### config.mk
export PLATFORM = sky130hd
export DESIGN_NAME = seg_scan_3digit
export DESIGN_NICKNAME = d
export VERILOG_FILES = /design/src/rtl/seg_scan_3digit.sv
export SDC_FILE = /design/constraint.sdc
export NUM_CORES = 1
export LEC_CHECK = 0
export ABC_CLOCK_PERIOD_IN_PS = 3650
export CAP_MARGIN = 0
export CORE_ASPECT_RATIO = 1.1
export CORE_MARGIN = 4
export CORE_UTILIZATION = 56
export DETAILED_ROUTE_END_ITERATION = 8
export PLACE_DENSITY = 0.92
export SETUP_SLACK_MARGIN = 0.02
export SLEW_MARGIN = 5
export SYNTH_ARGS = -nofsm -noshare
export SYNTH_HDL_FRONTEND = slang
export SYNTH_SLANG_ARGS = --single-unit
### constraint.sdc
create_clock -name clk -period 3.65 [get_ports clk]
set_clock_uncertainty 0.05 [all_clocks]
set_input_delay 0.73 -clock clk [delete_from_list [all_inputs] [get_ports clk]]
set_output_delay 0.73 -clock clk [all_outputs]
set_load 0.02 [all_outputs]
### src/rtl/seg_scan_3digit.sv
// Three-digit multiplexed 7-segment scanner with per-digit blank guard and frame snapshot.
// Optional build macro SEG_LEADING_ZERO_BLANK_EN suppresses leading "0" patterns on digits 2 and 1.
module seg_scan_3digit #(
  parameter int SCAN_DIV  = 1000,
  parameter int BLANK_DIV = 10
) (
  input  logic       clk,
  input  logic       rst,
  input  logic       en,
  input  logic [7:0] seg0,
  input  logic [7:0] seg1,
  input  logic [7:0] seg2,
  output logic [7:0] seg_out,
  output logic [2:0] dig_en,
  output logic       frame_done
);

  // state | meaning
  // BLANK | all digits off for BLANK_DIV cycles ahead of the current digit (idle while en=0)
  // SHOW  | current digit driven from the snapshot for SCAN_DIV cycles
  typedef enum logic {
    ST_BLANK = 1'b0,
    ST_SHOW  = 1'b1
  } state_t;

  localparam logic [15:0] SCAN_LAST  = 16'(SCAN_DIV - 1);
  localparam logic [15:0] BLANK_LAST = (BLANK_DIV == 0) ? 16'd0 : 16'(BLANK_DIV - 1);
  localparam bit          NO_BLANK   = (BLANK_DIV == 0);
  localparam logic [7:0]  PAT_ZERO   = 8'b1111_1100;

  state_t      state_q, state_d;
  logic [1:0]  idx_q, idx_d;
  logic [15:0] cnt_q, cnt_d;
  logic [7:0]  snap0_q, snap1_q, snap2_q;
  logic        snap_load;
  logic [7:0]  pat_sel;

  always_ff @(posedge clk or negedge rst) begin
    if (!rst) begin
      state_q <= ST_BLANK;
      idx_q   <= 2'd0;
      cnt_q   <= 16'd0;
      snap0_q <= 8'h00;
      snap1_q <= 8'h00;
      snap2_q <= 8'h00;
    end else begin
      state_q <= state_d;
      idx_q   <= idx_d;
      cnt_q   <= cnt_d;
      if (snap_load) begin
        snap0_q <= seg0;
        snap1_q <= seg1;
        snap2_q <= seg2;
      end
    end
  end

  always_comb begin
    state_d   = state_q;
    idx_d     = idx_q;
    cnt_d     = cnt_q;
    snap_load = 1'b0;
    if (!en) begin
      state_d = ST_BLANK;
      idx_d   = 2'd0;
      cnt_d   = 16'd0;
    end else if (state_q == ST_BLANK) begin
      if (NO_BLANK || (cnt_q == BLANK_LAST)) begin
        state_d = ST_SHOW;
        cnt_d   = 16'd0;
      end else begin
        cnt_d = cnt_q + 16'd1;
      end
    end else begin
      if (cnt_q == SCAN_LAST) begin
        idx_d   = (idx_q == 2'd2) ? 2'd0 : idx_q + 2'd1;
        cnt_d   = 16'd0;
        state_d = NO_BLANK ? ST_SHOW : ST_BLANK;
      end else begin
        cnt_d = cnt_q + 16'd1;
      end
    end
    // New frame begins exactly when we move into SHOW for digit 0 from anywhere else.
    snap_load = (state_d == ST_SHOW) && (idx_d == 2'd0) &&
                !((state_q == ST_SHOW) && (idx_q == 2'd0));
  end

  always_comb begin
    pat_sel = 8'h00;
    case (idx_q)
      2'd0:    pat_sel = snap0_q;
      2'd1:    pat_sel = snap1_q;
      2'd2:    pat_sel = snap2_q;
      default: pat_sel = 8'h00;
    endcase
`ifdef SEG_LEADING_ZERO_BLANK_EN
    if ((idx_q == 2'd2) && (snap2_q == PAT_ZERO))
      pat_sel = 8'h00;
    if ((idx_q == 2'd1) && (snap1_q == PAT_ZERO) && (snap2_q == PAT_ZERO))
      pat_sel = 8'h00;
`endif
  end

  always_comb begin
    dig_en     = 3'b000;
    seg_out    = 8'h00;
    frame_done = 1'b0;
    if (state_q == ST_SHOW) begin
      case (idx_q)
        2'd0:    dig_en = 3'b001;
        2'd1:    dig_en = 3'b010;
        2'd2:    dig_en = 3'b100;
        default: dig_en = 3'b000;
      endcase
      seg_out    = pat_sel;
      frame_done = (idx_q == 2'd2) && (cnt_q == SCAN_LAST);
    end
  end

`ifndef SEG_LEADING_ZERO_BLANK_EN
  logic unused_pat_zero;
  assign unused_pat_zero = ^PAT_ZERO;
`endif

endmodule

==> results of run 1 <==
==> synthesized netlist by cell type (4+ instances only) <==
cell type,number,area share (%)
sky130_fd_sc_hd__nand2_1,15,2.6
sky130_fd_sc_hd__xnor2_1,12,4.8
sky130_fd_sc_hd__o21ai_0,8,1.8
sky130_fd_sc_hd__clkbuf_1,6,1.0
sky130_fd_sc_hd__mux2_1,20,10
sky130_fd_sc_hd__nor2_1,19,3.3
sky130_fd_sc_hd__nor4_1,6,1.7
sky130_fd_sc_hd__dfrtp_1,43,49
sky130_fd_sc_hd__mux2i_1,10,4.6
sky130_fd_sc_hd__and3_1,4,1.1
sky130_fd_sc_hd__and2_1,9,2.6
sky130_fd_sc_hd__nand4_1,4,1.1
sky130_fd_sc_hd__mux2_2,4,2.1
==> layout make-up <==
| class | instances | area, um2 | share of cell area (%) |
|---|---|---|---|
| clock buffers | 6 | 72.6 | 2.74 |
| multi-input cells | 138 | 1040 | 39.2 |
| inverters | 3 | 11.3 | 0.425 |
| flip-flops and latches | 43 | 1080 | 40.6 |
| repair buffers | 40 | 390 | 14.7 |
| well taps | 50 | 62.6 | 2.36 |
==> flip-flops by register name (all words and copies together), names as in the netlist <==
signal / flops
snap0_q: 8
state_q: 1
snap2_q: 8
idx_q: 2
snap1_q: 8
cnt_q: 16
==> through the flow <==
step | instance area [um2] | cells
floorplan | 2180 | 195
global placement | 2580 | 274
detailed placement | 2580 | 274
CTS | 2650 | 280
global route | 2650 | 280
finish | 2650 | 280
==> worst max-delay path: cells and delay by family, from the launching register on <==
kind / cells / cell delay, ps
adder cells (fa/ha/maj): 1 / 230
buffers and inverters: 1 / 620
flip-flops: 1 / 400
AND/OR/NAND/NOR: 4 / 1050
==> cell families after synthesis <==
group	share of synthesized area, %
xor+xnor	5.61
buf+inv	3.21
mux	17.0
compound gates	3.67
flops	49.3
simple gates	20.2
fa+ha+maj	1.15
==> routing by layer <==
layer  track usage, %  up-vias
met5                0        -
met4             11.3        0
met3             4.74        8
met2             32.8       35
met1             26.8      794
li1                 -      744
==> power by group <==
part	total, uW	switching (uW)	internal [uW]	leakage (uW)
clock	273	145	128	0.0000371
sequential	502	10.1	492	0.000572
combinational	65.6	26.8	38.9	0.000520
total	841	182	659	0.00113
==> worst max path at each step <==
stage / endpoint / cells past startpoint / slack (ps) / from
detailed placement: frame_done / 6 / 600 / cnt_q[0]
CTS: frame_done / 6 / 280 / cnt_q[0]
finish: frame_done / 6 / 290 / cnt_q[0]
floorplan: frame_done / 6 / 1100 / cnt_q[0]
global placement: frame_done / 6 / 640 / cnt_q[0]
global route: frame_done / 6 / 120 / cnt_q[0]
==> Flow_metrics.wiki, run 1 <==
{| class="wikitable"
! Metric !! Value
|-
| Run status || finished clean
|-
| Minimum hold slack || 437 ps
|-
| Largest net degree at the start of global routing || 44
|-
| Antenna Diode Count || 0
|-
| RePlAce Congestion || 0.839
|-
| Class of the worst hold path || flop to flop
|-
| DRT antenna net count || 0
|-
| Wire length of the first global-routing pass || between 7000 and 8000 um
|-
| Number of maximum-capacitance violations || 0
|-
| Mapped Area || 2180 um2
|-
| DR WL met3 || 126 um
|-
| Setup slack at placement || between 500 and 600 ps
|-
| Number of instances on the worst hold path || 1
|-
| Met1 Wirelength || 2000 um
|-
| Crit-path cells || ha_1 -> nand4_2 -> or2_4 -> or3_1 -> nor3b_2 -> clkdlybuf4s50_1
|-
| Worst Max-Slew Pin Slew || 932 ps
|-
| Critical path's slowest cell || sky130_fd_sc_hd__clkdlybuf4s50_1
|-
| Floorplan Core Area || around 3700 um2
|-
| Count of clock tree sinks || 43
|-
| Final worst setup slack || slightly below 300 ps
|-
| Start point of the worst hold path || snap1_q[7]
|-
| Worst max-slew margin expressed relative to the limit || 37.9%
|-
| Crit Path Category || flop to output pin
|-
| WL met2 || about 2300 um
|-
| Die H || 73.5 um
|-
| Arrival time of data at the critical path endpoint || 2580 ps
|-
| Average instance area after synthesis || 11.2 um2
|-
| Hold Path Sink || snap1_q[7]
|-
| Biggest cell delay along the critical path || about 620 ps
|-
| Routed wire length || 4530 um
|-
| Count of distinct cell types in the synthesized netlist || 37
|-
| Time the worst path needs with I/O delays and setup || 3360 ps
|-
| Cell leakage power || approximately 0.0011 uW
|-
| Main flop type after synthesis || sky130_fd_sc_hd__dfrtp_1
|-
| Die area || 4970 um2
|-
| Worst reg2reg path endpoint || snap2_q[2]
|-
| Unrepaired setup endpoints after global routing || false
|-
| Site row count || 23
|-
| Vias in the first global route || 1,604
|-
| Critical register-to-register path startpoint || cnt_q[1]
|-
| Synthesized net count || between 200 and 250
|-
| Congestion Overflow GR || 0
|-
| Clock slew at the register clock pins of the worst setup and hold paths || 70 ps
|-
| Post-synth EDFFs || 0
|-
| Period Utilization, post-route || between 90% and 100%
|-
| Number of buffers between clock root and the deepest sink || 2
|-
| Clock tree from TritonCTS || yes
|-
| Worst-case vdd ir drop || 0.259 mV
|-
| CTS Buf Count || 5
|-
| Number of cells on the worst reg-to-reg path || 6
|-
| Peak clock frequency supported by timing || 0.298 GHz
|-
| Count of endpoints failing hold in the final timing report || 0
|-
| Most frequent cells in the layout || 43 x sky130_fd_sc_hd__dfrtp_1, 37 x sky130_fd_sc_hd__clkdlybuf4s50_1, 20 x sky130_fd_sc_hd__mux2_1, 19 x sky130_fd_sc_hd__nor2_1, 15 x sky130_fd_sc_hd__nand2_1
|-
| Initial DRC Count || 137
|-
| Clock network latency to the later pin of the worst-skew pair || between 200 and 300 ps
|-
| Die Span X || 67.6 um
|-
| Flop-to-flop setup slack || 1160 ps
|-
| Setup repair bufs after CTS || 0
|-
| Setup TNS Final || 0 ps
|-
| Average detailed-routed wire length per instance || roughly 16 um
|-
| Post-synth ARST share || 100%
|-
| Maximum fanout along the worst path || 4
|-
| Filler cell count in the final layout || about 230
|-
| Syn Inst Count || 195
|-
| Synth warn || 0
|-
| Starting utilization of the core area || a little under 60%
|-
| Number of nets in the finished design || between 200 and 300
|-
| Io pins || 39
|-
| Final core utilization || 71.4%
|-
| Area growth syn-to-layout || 21.4%
|-
| Residual DRC count || 0
|-
| Drt via density || 5.65
|-
| Highest Signal Layer || met4
|-
| Post-CTS Hold Fix Bufs || 0
|-
| Vias post-DR || 1,581
|-
| Buffer type at the clock tree root || sky130_fd_sc_hd__clkbuf_8
|-
| HPWL after detailed placement || 3240 um
|-
| Sequential-to-total area share from yosys stat || between 40% and 50%
|-
| Setup Viol. Count Final || 0
|-
| CTS H-Tree Depth || 2
|-
| Power density of the placed cells || 317 nW/um2
|-
| Data required, critical path || 2870 ps
|-
| Number of instances resized during post-cts repair || 0
|-
| Quantity of I/O buffers inserted on ports || 38
|-
| Count of pins over their slew limit || 0
|-
| Detailed Routing Iterations Pass 1 || 4
|-
| Worst setup EP type || output pin
|-
| Post-synthesis register bit count || between 40 and 50
|-
| Number of antenna violations at the first check in global routing || 0
|-
| Final Power || 841 uW
|-
| Tot GR Track Use || 20.9%
|-
| Ratio of cells with drive above 1 in the final layout || 8.70%
|-
| CP startpoint kind || flop
|-
| Most frequent standard cell in the layout excluding fill and tap cells || sky130_fd_sc_hd__dfrtp_1
|}
Note: power is estimated with default switching activity, not from simulation.
==> run 2: changes to the inputs <==
- CORE_UTILIZATION: 56 -> 40
- PLACE_DENSITY: 0.92 -> 0.71
- SLEW_MARGIN: 5 -> default
==> run 2 against run 1 <==
Compared with the run above: sequential power barely moved; setup slack lost 17 ps; sequential cell count is the same; power is 20% higher; cell area grew 3.3%; register-to-register slack better by 190 ps; die area rose by 35%; final cell count rose by 8.6%; clock power grew 60%; combinational power is 2% lower.
==> Flow_metrics.wiki, run 2 (synthesis gave the netlist of run 1 again) <==
{| class="wikitable"
! Metric !! Value
|-
| Combinational fraction of design power || 6.4% (-1.4 points)
|-
| Internal portion of total power || 804 uW (+22%)
|-
| Wire length of the first global-routing pass || 7500 um (-1.1%)
|-
| Worst max-slew margin expressed relative to the limit || 38.2% (+0.31 points)
|-
| Number of buffers between clock root and the deepest sink || 2 (unchanged)
|-
| Peak clock frequency supported by timing || 0.296 GHz (-0.50%)
|-
| Worst setup EP type || output pin
|-
| Setup TNS Final || 0 ps (unchanged)
|-
| Die Span X || 78.5 um (+16%)
|-
| Floorplan Core Area || 5130 um2 (+38%)
|-
| Clock network latency to the later pin of the worst-skew pair || 300 ps (about the same)
|-
| Number of instances resized during post-cts repair || 0 (unchanged)
|-
| Routed wire length || 4360 um (-3.9%)
|-
| Arrival time of data at the critical path endpoint || 2600 ps (+20 ps)
|-
| Setup Viol. Count Final || 0 (unchanged)
|-
| Ratio of cells with drive above 1 in the final layout || 9.48% (+0.79 points)
|-
| Final core utilization || 53.3% (-18 points)
|-
| CTS Buf Count || 5 (unchanged)
|-
| Count of pins over their slew limit || 0 (unchanged)
|-
| Clock tree from TritonCTS || yes
|-
| Data required, critical path || 2870 ps (about the same)
|-
| Final Power || 1000 uW (+20%)
|-
| Congestion Overflow GR || 0 (unchanged)
|-
| Cell leakage power || 0.00116 uW (+2.5%)
|-
| Detailed Routing Iterations Pass 1 || 4 (unchanged)
|-
| Tot GR Track Use || 14.3% (-6.7 points)
|-
| Sequential Power Share || 50.0% (-9.8 points)
|-
| Period Utilization, post-route || 92.5% (+0.46 points)
|-
| Quantity of I/O buffers inserted on ports || 38 (unchanged)
|-
| Vias in the first global route || 1,524 (-5.0%)
|-
| Worst Max-Slew Pin Slew || 927 ps (-4.65 ps)
|-
| Clock slew at the register clock pins of the worst setup and hold paths || 80 ps (about the same)
|-
| Number of nets in the finished design || 260 (unchanged)
|-
| Count of endpoints failing hold in the final timing report || 0 (unchanged)
|-
| Buffer type at the clock tree root || sky130_fd_sc_hd__clkbuf_8
|-
| Minimum hold slack || 441 ps (+3.60 ps)
|-
| Starting utilization of the core area || 42.5% (-16 points)
|-
| Maximum fanout along the worst path || 4 (unchanged)
|-
| CP startpoint kind || flop
|-
| Power density of the placed cells || 367 nW/um2 (+16%)
|-
| Die H || 85.5 um (+16%)
|-
| Switching component of the power || 200 uW (+10%)
|-
| Post-CTS Hold Fix Bufs || 0 (unchanged)
|-
| Io pins || 39 (unchanged)
|-
| Count of clock tree sinks || 43 (unchanged)
|-
| DRT antenna net count || 0 (unchanged)
|-
| Setup repair bufs after CTS || 0 (unchanged)
|-
| Class of the worst hold path || flop to flop
|-
| Largest net degree at the start of global routing || 44 (unchanged)
|-
| Unrepaired setup endpoints after global routing || false
|-
| Site row count || 27 (+17%)
|-
| Worst-case vdd ir drop || 0.275 mV (+5.9%)
|-
| Area growth syn-to-layout || 25.4%
|-
| Register with the highest flop count || cnt_q
|-
| Setup slack at placement || 575 ps (-24.9 ps)
|-
| Residual DRC count || 0 (unchanged)
|-
| HPWL after detailed placement || 3130 um (-3.5%)
|-
| Drt via density || 4.92 (-13%)
|-
| Die area || 6710 um2 (+35%)
|-
| Share of total power in the clock network || 43.6% (+11 points)
|-
| Final worst setup slack || 275 ps (-16.8 ps)
|-
| Run status || finished clean
|-
| Vias post-DR || 1,495 (-5.4%)
|-
| RePlAce Congestion || 0.845 (+0.69%)
|-
| CTS H-Tree Depth || 2 (unchanged)
|-
| Antenna Diode Count || 0 (unchanged)
|-
| Number of maximum-capacitance violations || 0 (unchanged)
|-
| Average detailed-routed wire length per instance || 14.3 um (-11%)
|-
| Number of antenna violations at the first check in global routing || 0 (unchanged)
|-
| Initial DRC Count || 68 (-50%)
|-
| Time the worst path needs with I/O delays and setup || 3380 ps (+16.8 ps)
|-
| Most frequent standard cell in the layout excluding fill and tap cells || sky130_fd_sc_hd__dfrtp_1
|-
| Crit Path Category || flop to output pin
|-
| Sw frac || 19.9% (-1.7 points)
|-
| Flip-flop count of the largest register after layout || 16 (unchanged)
|-
| Most frequent cells in the layout || 43 x sky130_fd_sc_hd__dfrtp_1, 37 x sky130_fd_sc_hd__clkdlybuf4s50_1, 20 x sky130_fd_sc_hd__mux2_1, 19 x sky130_fd_sc_hd__nor2_1, 15 x sky130_fd_sc_hd__nand2_1
|}
==> run 2: power groups by stage <==
stage / sequential, uW / combinational [uW] / clock, uW
final: 502 / 64.3 / 438
after global routing: 504 / 72.5 / 469
after CTS: 502 / 66.3 / 452
after detailed placement: 512 / 66.1 / 0
after global placement: 511 / 65.1 / 0
after floorplan: 508 / 24.3 / 0
==> run 2: final timing paths <==
| path | startpoint | endpoint | cells past startpoint | slack, ps |
|---|---|---|---|---|
| setup / recovery | cnt_q[0] | frame_done | 6 | 270 |
| hold / removal | snap0_q[0] | snap0_q[0] | 1 | 440 |
| setup reg to reg | cnt_q[1] | snap2_q[2] | 7 | 1350 |
| hold reg to reg | snap0_q[0] | snap0_q[0] | 1 | 440 |
| max in group asynchronous | rst | cnt_q[12] | 1 | 2450 |
| min in group asynchronous | rst | cnt_q[2] | 1 | 520 |
==> run 2: critical path: stages (launching register included) <==
cell and delay [ps]:
sky130_fd_sc_hd__dfrtp_1 400, sky130_fd_sc_hd__ha_1 230, sky130_fd_sc_hd__nand4_2 160, sky130_fd_sc_hd__or2_4 280, sky130_fd_sc_hd__or3_1 440, sky130_fd_sc_hd__nor3b_2 180, sky130_fd_sc_hd__clkdlybuf4s50_1 620
==> run 2: through the flow <==
step                      area, um2  std cells
final                          2740        304
after detailed placement       2610        296
after CTS                      2740        304
after global placement         2610        296
after floorplan                2180        195
after global routing           2740        304
==> run 2: final cells by class <==
cell class / count / area (um2)
clock inverter: 2 / 60.1
tap: 72 / 90.1
sequential: 43 / 1080
inverter: 3 / 11.3
multi-input combinational: 138 / 1040
fill: 491 / 2400
clock buffer: 6 / 72.6
timing repair buffer: 40 / 390
==> run 2: metal layers <==
| metal | vias to the layer above | wire length, um | track usage (%) | part of all wire [%] |
|---|---|---|---|---|
| li1 | 743 | - | - | - |
| met1 | 710 | 2050 | 19.1 | 47 |
| met2 | 36 | 2010 | 22.0 | 46 |
| met3 | 6 | 215 | 2.94 | 4.9 |
| met4 | 0 | 71 | 7.15 | 1.6 |
| met5 | - | 0 | 0 | 0 |
